===== src/rtl/cae_mc_pkg.sv =====
// Shared definitions for the cae_mc access controller: register map, CTRL/STATUS
// field positions and the per-channel run state encoding.
package cae_mc_pkg;

  localparam int CAE_ADDR_WIDTH = 8;

  localparam int REG_CTRL    = 0;
  localparam int REG_STATUS  = 1;
  localparam int REG_IRQ_EN  = 2;
  localparam int REG_CH_BASE = 16;

  localparam int CTRL_START_BIT = 0;
  localparam int CTRL_ABORT_BIT = 1;
  localparam int CTRL_SEL_LSB   = 8;
  localparam int SEL_W          = 3;

  localparam int STATUS_DONE_LSB = 16;
  localparam int STATUS_ERR_BIT  = 31;

  typedef enum logic [1:0] {
    CH_IDLE = 2'd0,
    CH_RUN  = 2'd1,
    CH_DONE = 2'd2
  } chState_e;

endpackage


===== src/rtl/cae_mc_canal_fsm.sv =====
// Run-control FSM for one path-search core: IDLE -> RUN on start, RUN -> DONE on
// pronto, DONE -> IDLE on a done clear; abort returns to IDLE from anywhere.
module cae_mc_canal_fsm
  import cae_mc_pkg::*;
(
  input  logic clk,
  input  logic rst_n,
  input  logic start_i,
  input  logic abort_i,
  input  logic clrDone_i,
  input  logic pronto_i,
  output logic busy_o,
  output logic done_o,
  output logic startPulse_o,
  output logic abortPulse_o
);

  chState_e state_q;
  logic     startPulse_q;
  logic     abortPulse_q;

  always_ff @(posedge clk or negedge rst_n) begin
    if (!rst_n) begin
      state_q      <= CH_IDLE;
      startPulse_q <= 1'b0;
      abortPulse_q <= 1'b0;
    end else begin
      startPulse_q <= 1'b0;
      abortPulse_q <= 1'b0;
      // Abort outranks every other event, including a start in the same write.
      if (abort_i) begin
        state_q      <= CH_IDLE;
        abortPulse_q <= 1'b1;
      end else begin
        case (state_q)
          CH_IDLE: if (start_i) begin
            state_q      <= CH_RUN;
            startPulse_q <= 1'b1;
          end
          CH_RUN:  if (pronto_i)  state_q <= CH_DONE;
          CH_DONE: if (clrDone_i) state_q <= CH_IDLE;
          default: state_q <= CH_IDLE;
        endcase
      end
    end
  end

  assign busy_o       = (state_q == CH_RUN);
  assign done_o       = (state_q == CH_DONE);
  assign startPulse_o = startPulse_q;
  assign abortPulse_o = abortPulse_q;

endmodule


===== src/rtl/cae_mc.sv =====
// Avalon-MM slave bridging a host CPU to NUM_CH path-search cores: register file,
// obstacle write routing, GMA read pipeline, per-channel run control and interrupt.
module cae_mc
  import cae_mc_pkg::*;
#(
  parameter int ADDR_WIDTH     = CAE_ADDR_WIDTH,
  parameter int AV_DATA_WIDTH  = 32,
  parameter int AV_ADDR_WIDTH  = 32,
  parameter int NUM_CH         = 2,
  parameter int RD_LATENCY     = 1,
  parameter int BASE_OBSTACULO = 1024,
  parameter int BASE_GMA       = 4096
) (
  input  logic                           clk,
  input  logic                           rst_n,
  input  logic [AV_ADDR_WIDTH-1:0]       av_addr_in,
  input  logic [AV_DATA_WIDTH-1:0]       av_data_in,
  input  logic                           av_write_in,
  input  logic                           av_read_in,
  output logic [AV_DATA_WIDTH-1:0]       av_data_out,
  output logic                           av_readdatavalid_out,
  output logic                           av_waitrequest_out,
  output logic                           irq_out,
  output logic [NUM_CH*ADDR_WIDTH-1:0]   core_addr_fonte_out,
  output logic [NUM_CH*ADDR_WIDTH-1:0]   core_addr_destino_out,
  output logic [NUM_CH-1:0]              core_start_out,
  output logic [NUM_CH-1:0]              core_abort_out,
  input  logic [NUM_CH-1:0]              core_pronto_in,
  output logic [NUM_CH-1:0]              obstaculos_wr_enable_out,
  output logic [ADDR_WIDTH-1:0]          obstaculos_wr_addr_out,
  output logic                           obstaculos_wr_data_out,
  output logic [ADDR_WIDTH-1:0]          gma_read_addr_out,
  input  logic [NUM_CH*ADDR_WIDTH-1:0]   gma_read_data_in
);

  logic [SEL_W-1:0]                   chSel_q, rdCh_q, newSel, gmaSel;
  logic [NUM_CH-1:0][ADDR_WIDTH-1:0]  fonte_q, destino_q;
  logic [NUM_CH-1:0]                  irqEn_q, busyVec, doneVec;
  logic [NUM_CH-1:0]                  startVec, abortVec, clrVec, obsEn;
  logic [NUM_CH-1:0]                  isFonte, isDestino;
  logic                               err_q, irq_q, errSet;
  logic                               rdPending_q, rdValid_q;
  logic [2:0]                         rdCnt_q;
  logic [ADDR_WIDTH-1:0]              gmaAddr_q, obsOffset, gmaOffset;
  logic [AV_DATA_WIDTH-1:0]           rdData_q, regData, gmaWord;
  logic                               isCtrl, isStatus, isIrqEn, inObs, inGma;
  logic                               ctrlWr, statusWr, newSelOk, chSelOk, rdAccept;
  logic                               unusedData;

  assign isCtrl    = (av_addr_in == AV_ADDR_WIDTH'(REG_CTRL));
  assign isStatus  = (av_addr_in == AV_ADDR_WIDTH'(REG_STATUS));
  assign isIrqEn   = (av_addr_in == AV_ADDR_WIDTH'(REG_IRQ_EN));
  assign inObs     = (av_addr_in >= AV_ADDR_WIDTH'(BASE_OBSTACULO)) &&
                     (av_addr_in <  AV_ADDR_WIDTH'(BASE_OBSTACULO + 2**ADDR_WIDTH));
  assign inGma     = (av_addr_in >= AV_ADDR_WIDTH'(BASE_GMA)) &&
                     (av_addr_in <  AV_ADDR_WIDTH'(BASE_GMA + 2**ADDR_WIDTH));
  assign obsOffset = av_addr_in[ADDR_WIDTH-1:0] - ADDR_WIDTH'(BASE_OBSTACULO);
  assign gmaOffset = av_addr_in[ADDR_WIDTH-1:0] - ADDR_WIDTH'(BASE_GMA);
  assign newSel    = av_data_in[CTRL_SEL_LSB +: SEL_W];
  assign newSelOk  = ({1'b0, newSel}  < 4'(NUM_CH));
  assign chSelOk   = ({1'b0, chSel_q} < 4'(NUM_CH));
  assign ctrlWr    = av_write_in & isCtrl;
  assign statusWr  = av_write_in & isStatus;
  assign rdAccept  = av_read_in & ~av_write_in & ~rdPending_q;
  assign unusedData = ^av_data_in;

  // Per-channel command decode plus every condition that latches the sticky error flag.
  always_comb begin
    startVec  = '0;
    abortVec  = '0;
    clrVec    = '0;
    obsEn     = '0;
    isFonte   = '0;
    isDestino = '0;
    errSet    = 1'b0;
    for (int c = 0; c < NUM_CH; c++) begin
      if (ctrlWr && newSel == SEL_W'(c)) begin
        startVec[c] = av_data_in[CTRL_START_BIT];
        abortVec[c] = av_data_in[CTRL_ABORT_BIT];
      end
      clrVec[c]    = statusWr & av_data_in[STATUS_DONE_LSB + c];
      isFonte[c]   = (av_addr_in == AV_ADDR_WIDTH'(REG_CH_BASE + 2*c));
      isDestino[c] = (av_addr_in == AV_ADDR_WIDTH'(REG_CH_BASE + 2*c + 1));
      if (av_write_in && inObs && chSelOk && chSel_q == SEL_W'(c)) begin
        if (busyVec[c]) errSet = 1'b1;
        else            obsEn[c] = 1'b1;
      end
      if (startVec[c] && !abortVec[c] && (busyVec[c] || doneVec[c])) errSet = 1'b1;
      if (av_write_in && (isFonte[c] || isDestino[c]) && busyVec[c]) errSet = 1'b1;
    end
    if (ctrlWr && !newSelOk && (av_data_in[CTRL_START_BIT] || av_data_in[CTRL_ABORT_BIT]))
      errSet = 1'b1;
    if (av_write_in && inObs && !chSelOk) errSet = 1'b1;
    if (rdAccept && inGma && !chSelOk)    errSet = 1'b1;
    if (av_write_in && av_read_in)        errSet = 1'b1;
  end

  always_comb begin
    gmaSel  = rdPending_q ? rdCh_q : chSel_q;
    gmaWord = '0;
    regData = '0;
    for (int c = 0; c < NUM_CH; c++) begin
      if (gmaSel == SEL_W'(c)) gmaWord[ADDR_WIDTH-1:0] = gma_read_data_in[c*ADDR_WIDTH +: ADDR_WIDTH];
      if (isFonte[c])   regData[ADDR_WIDTH-1:0] = fonte_q[c];
      if (isDestino[c]) regData[ADDR_WIDTH-1:0] = destino_q[c];
    end
    if (isCtrl) regData[CTRL_SEL_LSB +: SEL_W] = chSel_q;
    if (isStatus) begin
      regData[NUM_CH-1:0]                = busyVec;
      regData[STATUS_DONE_LSB +: NUM_CH] = doneVec;
      regData[STATUS_ERR_BIT]            = err_q;
    end
    if (isIrqEn) regData[NUM_CH-1:0] = irqEn_q;
  end

  always_ff @(posedge clk or negedge rst_n) begin
    if (!rst_n) begin
      chSel_q   <= '0;
      irqEn_q   <= '0;
      fonte_q   <= '0;
      destino_q <= '0;
      err_q     <= 1'b0;
      irq_q     <= 1'b0;
    end else begin
      if (ctrlWr) chSel_q <= newSel;
      if (av_write_in && isIrqEn) irqEn_q <= av_data_in[NUM_CH-1:0];
      for (int c = 0; c < NUM_CH; c++) begin
        if (av_write_in && isFonte[c] && !busyVec[c])   fonte_q[c]   <= av_data_in[ADDR_WIDTH-1:0];
        if (av_write_in && isDestino[c] && !busyVec[c]) destino_q[c] <= av_data_in[ADDR_WIDTH-1:0];
      end
      if (errSet)                                    err_q <= 1'b1;
      else if (statusWr && av_data_in[STATUS_ERR_BIT]) err_q <= 1'b0;
      irq_q <= |(doneVec & irqEn_q);
    end
  end

  // Register reads answer next cycle; GMA reads wait RD_LATENCY cycles for the core.
  always_ff @(posedge clk or negedge rst_n) begin
    if (!rst_n) begin
      rdPending_q <= 1'b0;
      rdValid_q   <= 1'b0;
      rdData_q    <= '0;
      rdCnt_q     <= '0;
      rdCh_q      <= '0;
      gmaAddr_q   <= '0;
    end else begin
      rdValid_q <= 1'b0;
      rdData_q  <= '0;
      if (rdPending_q) begin
        if (rdCnt_q == 3'd0) begin
          rdPending_q <= 1'b0;
          rdValid_q   <= 1'b1;
          rdData_q    <= gmaWord;
        end else begin
          rdCnt_q <= rdCnt_q - 3'd1;
        end
      end else if (rdAccept) begin
        if (inGma && chSelOk) begin
          gmaAddr_q <= gmaOffset;
          rdCh_q    <= chSel_q;
          if (RD_LATENCY == 0) begin
            rdValid_q <= 1'b1;
            rdData_q  <= gmaWord;
          end else begin
            rdPending_q <= 1'b1;
            rdCnt_q     <= 3'(RD_LATENCY - 1);
          end
        end else begin
          rdValid_q <= 1'b1;
          rdData_q  <= regData;
        end
      end
    end
  end

  for (genvar c = 0; c < NUM_CH; c++) begin : g_ch
    cae_mc_canal_fsm u_fsm (
      .clk          (clk),
      .rst_n        (rst_n),
      .start_i      (startVec[c]),
      .abort_i      (abortVec[c]),
      .clrDone_i    (clrVec[c]),
      .pronto_i     (core_pronto_in[c]),
      .busy_o       (busyVec[c]),
      .done_o       (doneVec[c]),
      .startPulse_o (core_start_out[c]),
      .abortPulse_o (core_abort_out[c])
    );
  end

  assign av_data_out              = rdData_q;
  assign av_readdatavalid_out     = rdValid_q;
  assign av_waitrequest_out       = av_read_in & rdPending_q;
  assign irq_out                  = irq_q;
  assign core_addr_fonte_out      = fonte_q;
  assign core_addr_destino_out    = destino_q;
  assign obstaculos_wr_enable_out = obsEn;
  assign obstaculos_wr_addr_out   = (|obsEn) ? obsOffset : '0;
  assign obstaculos_wr_data_out   = (|obsEn) & av_data_in[0];
  assign gma_read_addr_out        = gmaAddr_q;

endmodule


===== config.mk =====
export PLATFORM = sky130hd
export DESIGN_NAME = cae_mc
export DESIGN_NICKNAME = d
export VERILOG_FILES = /design/src/rtl/cae_mc_pkg.sv /design/src/rtl/cae_mc_canal_fsm.sv /design/src/rtl/cae_mc.sv
export SDC_FILE = /design/constraint.sdc
export NUM_CORES = 1
export LEC_CHECK = 0
export CAP_MARGIN = 15
export CORE_UTILIZATION = 37
export DETAILED_ROUTE_END_ITERATION = 10
export PLACE_DENSITY = 0.8
export SYNTH_ARGS = -nofsm -noshare
export SYNTH_HDL_FRONTEND = slang
export SYNTH_SLANG_ARGS = --single-unit
export TNS_END_PERCENT = 1

===== constraint.sdc =====
create_clock -name clk -period 2.7 [get_ports clk]
set_input_delay 0.405 -clock clk [delete_from_list [all_inputs] [get_ports clk]]
set_output_delay 0.405 -clock clk [all_outputs]
set_load 0.01 [all_outputs]

==> results.yml <==
cts:
  cts_sinks: 77
  insertion_delay_ns: 0.35
  clk_pin_slew_ns: 0.06
  cts_inserted_buffers: 9
  cts_tree: "yes"
  h-tree-depth: 3
  ctsRootBufferMaster: "clkbuf_16"
  hold_buffers: 0
  cts_buffer_depth: 2
placed_design:
  gp_congestion: 0.893
  dp_slack_ns: -0.754
  place_area_mm2: 0.00611
  io_buffers: 139
  hpwl_mm: 9.90
synth:
  async_reset_ff_share_pct: 100
  synth_simple_gate_area_share_pct: 19.7
  synthMuxAreaShare_pct: 13.8
  synth_top_family_by_area: "simple AND/OR/NAND/NOR gates"
  synth-edff-count: 0
  synth-compound-area-share_pct: 11.8
  syn-cell-area_mm2: 0.00432
  ys_ff_latch: 77
  synth_ff_type: "dfrtp_1"
  yosysWarnings: 0
  yosysSeqAreaShare_pct: 44.6
  synthAdderAreaFrac_pct: 2.61
  avgSynthCellArea_um2: 10.7
  synthCells: 404
  synth_cell_type_count: 61
  synth_xor_area_share_pct: 0
die:
  io_pins: 176
  die_area_mm2: 0.0121
  core_area_mm2: 0.0114
  rows: 39
  die_h_um: 110
  die_w_um: 110
  start_util_pct: 38.0
power:
  p_int_w: 0.00209
  clockPowerShare_pct: 49.1
  power_frac_comb_pct: 8.6
  swShare_pct: 23.2
  switchingPower_w: 0.000634
  ir_drop_mv: 0.286
  pwr-share-seq_pct: 42.3
  p_per_area_mw_per_mm2: 421
  p_leak_nw: 2.87
cells_and_area:
  fin_nets: 677
  final_cell_area_mm2: 0.00648
  drive_gt1_share_pct: 30.0
  syn_to_final_growth_pct: 50.1
  antenna_cells: 0
  fin_util_pct: 57.0
worst_setup_path:
  cp-start-kind: "primary input"
  crit_fanout: 8
  rr_endpoint: "gma_read_addr_out[4]$_DFFE_PN0P_"
  cp-startpoint: "av_addr_in[24]"
  r2r_cells: 5
  r2r_slack_ns: 0.77
  crit_path_end_kind: "output port"
  required_ns: 2.30
  r2r_start: "chSel_q[1]$_DFFE_PN0N_"
  worstPathArrival_ns: 2.24
  crit_end: "obstaculos_wr_addr_out[5]"
  crit_type: "in -> out"
sta:
  max_freq_mhz: 379
  skew_ns: 0.0125
  relSlewSlack_pct: 34.7
  setup_viol_count_final: 0
  finalCriticalPeriod_ns: 2.64
  postLayoutSetupSlackWorst_ns: 0.0580
  period_share_pct: 97.9
  worst_pin_slew_ns: 0.979
  hold_viol_final: 0
  drv_slew: 0
detailed_routing:
  postRouteAntennaNets: 0
  via_per_inst: 5.18
  drc_errors: 0
  first_pass_iters: 4
  via_count: 3780
  post_drt_wl_per_cell_um: 18.0
  wirelength_mm: 13.1
  dr.first_iter.drc_count: 203
grt:
  grt_pass1_wl_mm: 20.3
  grtUsageTotal_pct: 22.7
  grt-ovfl-total: 0
  grt_pass1_vias: 3822
  antenna_found_initial: 0
  grt_start_max_net_pins: 78
run:
  max-cap-violations: 0
hold_path:
  hold_path.class: "in -> async"
status:
  status: "finished clean"
[cell type report]
cell class	count	area, um^2
flip-flops and latches	77	1930
multi-input cells	284	2220
repair buffers	187	1730
clock buffers	9	225
well taps	143	179
inverters	23	86.3
clock inverters	7	103
fillers	958	4890
[state kept, by name (all words and copies together), names as in the netlist]
signal	flops
g_ch.u_fsm.state_q	4
rdCnt_q	3
rdPending_q	1
av_readdatavalid_out	1
core_addr_destino_out	16
rdCh_q	3
err_q	1
irq_out	1
gma_read_addr_out	8
chSel_q	3
av_data_out	14
irqEn_q	2
g_ch.u_fsm.abortPulse_o	2
g_ch.u_fsm.startPulse_o	2
core_addr_fonte_out	16
[through the flow]
step                      hold slack [ns]  setup TNS [ns]  total power [W]  cells
after global routing                0.309         -0.0238          0.00282    730
after global placement              0.479           -7.88          0.00141    714
after floorplan                     0.109               0          0.00126    421
after detailed placement            0.493           -8.95          0.00141    714
final                               0.197               0          0.00273    730
after CTS                           0.261               0          0.00275    730
[repair_timing]
action,4_1_cts,5_1_grt
pin swaps,7,8
setup buffers,0,0
gates resized for setup,92,29
endpoints found under the setup margin,11,11
[synthesized netlist by cell type (all sizes together), types with 2 or more instances]
| master | count | area, um^2 |
|---|---|---|
| mux2i | 5 | 50.1 |
| nor3b | 5 | 65.1 |
| nor4 | 10 | 83.8 |
| ha | 9 | 113 |
| nand3 | 9 | 45.0 |
| dfrtp | 77 | 1930 |
| a21oi | 19 | 95.1 |
| and4 | 3 | 26.3 |
| and2 | 20 | 128 |
| nand2b | 4 | 25.0 |
| nand2 | 22 | 85.1 |
| o31ai | 2 | 15.0 |
| buf | 26 | 190 |
| mux2 | 47 | 544 |
| nand3b | 3 | 22.5 |
| o2bb2ai | 2 | 17.5 |
| nor4b | 4 | 50.1 |
| o21ai | 36 | 180 |
| clkbuf | 11 | 41.3 |
| nor2 | 7 | 33.8 |
| or4 | 6 | 52.6 |
| o41ai | 2 | 25.0 |
| a22o | 2 | 17.5 |
| inv | 23 | 86.3 |
| o221a | 7 | 78.8 |
| or2 | 2 | 12.5 |
| nor2b | 4 | 25.0 |
| nand4 | 9 | 71.3 |
| nor3 | 12 | 87.6 |
| and3 | 2 | 12.5 |
| a41oi | 2 | 17.5 |
[worst max-delay path: stages]
cell	delay, ns
clkdlybuf4s15_1	0.20
nor4_4	0.22
nand4_1	0.19
or4_4	0.56
and2b_2	0.26
buf_6	0.15
and2_4	0.15
buf_6	0.09
[metal layers]
layer	global-route usage, %	vias to the layer above	share of wire (%)
met3	5.64	15	7.4
met2	39.2	136	50
met5	0	-	0
met4	6.38	0	1.5
li1	-	1783	-
met1	28.2	1846	41
[power groups by stage]
stage	Combinational [W]	Clock, W	Sequential, W
5_1_grt	0.000255	0.00141	0.00115
6_report	0.000233	0.00134	0.00115
2_1_floorplan	0.0000834	0	0.00118
3_3_place_gp	0.000235	0	0.00118
4_1_cts	0.000232	0.00137	0.00115
3_5_place_dp	0.000237	0	0.00118
[placed cells by master (no fill, tap or decap), types with 4 or more instances in the layout]
master,Yosys,final
nor3_1,9,8
o21ai_0,36,36
nor4_1,8,4
inv_6,0,4
buf_6,1,9
nand2b_1,4,4
dlygate4sd2_1,0,4
buf_4,22,45
conb_1,1,18
clkdlybuf4s15_1,0,4
nor2_1,6,5
clkbuf_16,0,9
inv_1,23,23
nand3_1,9,9
mux2i_1,5,5
mux2_2,42,42
and2_4,1,9
clkdlybuf4s50_1,0,107
nor2b_1,4,4
and2_1,19,11
ha_1,9,9
clkbuf_2,0,10
nand4_1,8,8
nor4_4,1,4
a21oi_1,19,19
nand2_1,21,21
mux2_4,4,4
o221a_2,7,7
dfrtp_1,77,77
[cells by family (layout without fill, tap and decap cells)]
| logic type | after synthesis | after routing |
|---|---|---|
| buffers and inverters | 60 | 226 |
| AND/OR/NAND/NOR | 125 | 125 |
| multiplexers | 52 | 52 |
| adder cells (fa/ha/maj) | 9 | 9 |
| flip-flops | 77 | 77 |
| other | 1 | 18 |
| AO/OA/AOI/OAI | 80 | 80 |
[worst min-delay path by stage]
stage / endpoint / slack, ns / depth (start not counted)
after floorplan: av_data_out[0]$_DFF_PN0_ / 0.11 / 0
after global placement: rdCnt_q[0]$_DFFE_PN0P_ / 0.48 / 1
after detailed placement: av_data_out[31]$_DFF_PN0_ / 0.49 / 1
after CTS: av_data_out[10]$_DFF_PN0_ / 0.26 / 1
after global routing: av_data_out[10]$_DFF_PN0_ / 0.31 / 1
final: av_data_out[17]$_DFF_PN0_ / 0.20 / 1
Power figures use the tool's default switching activity.
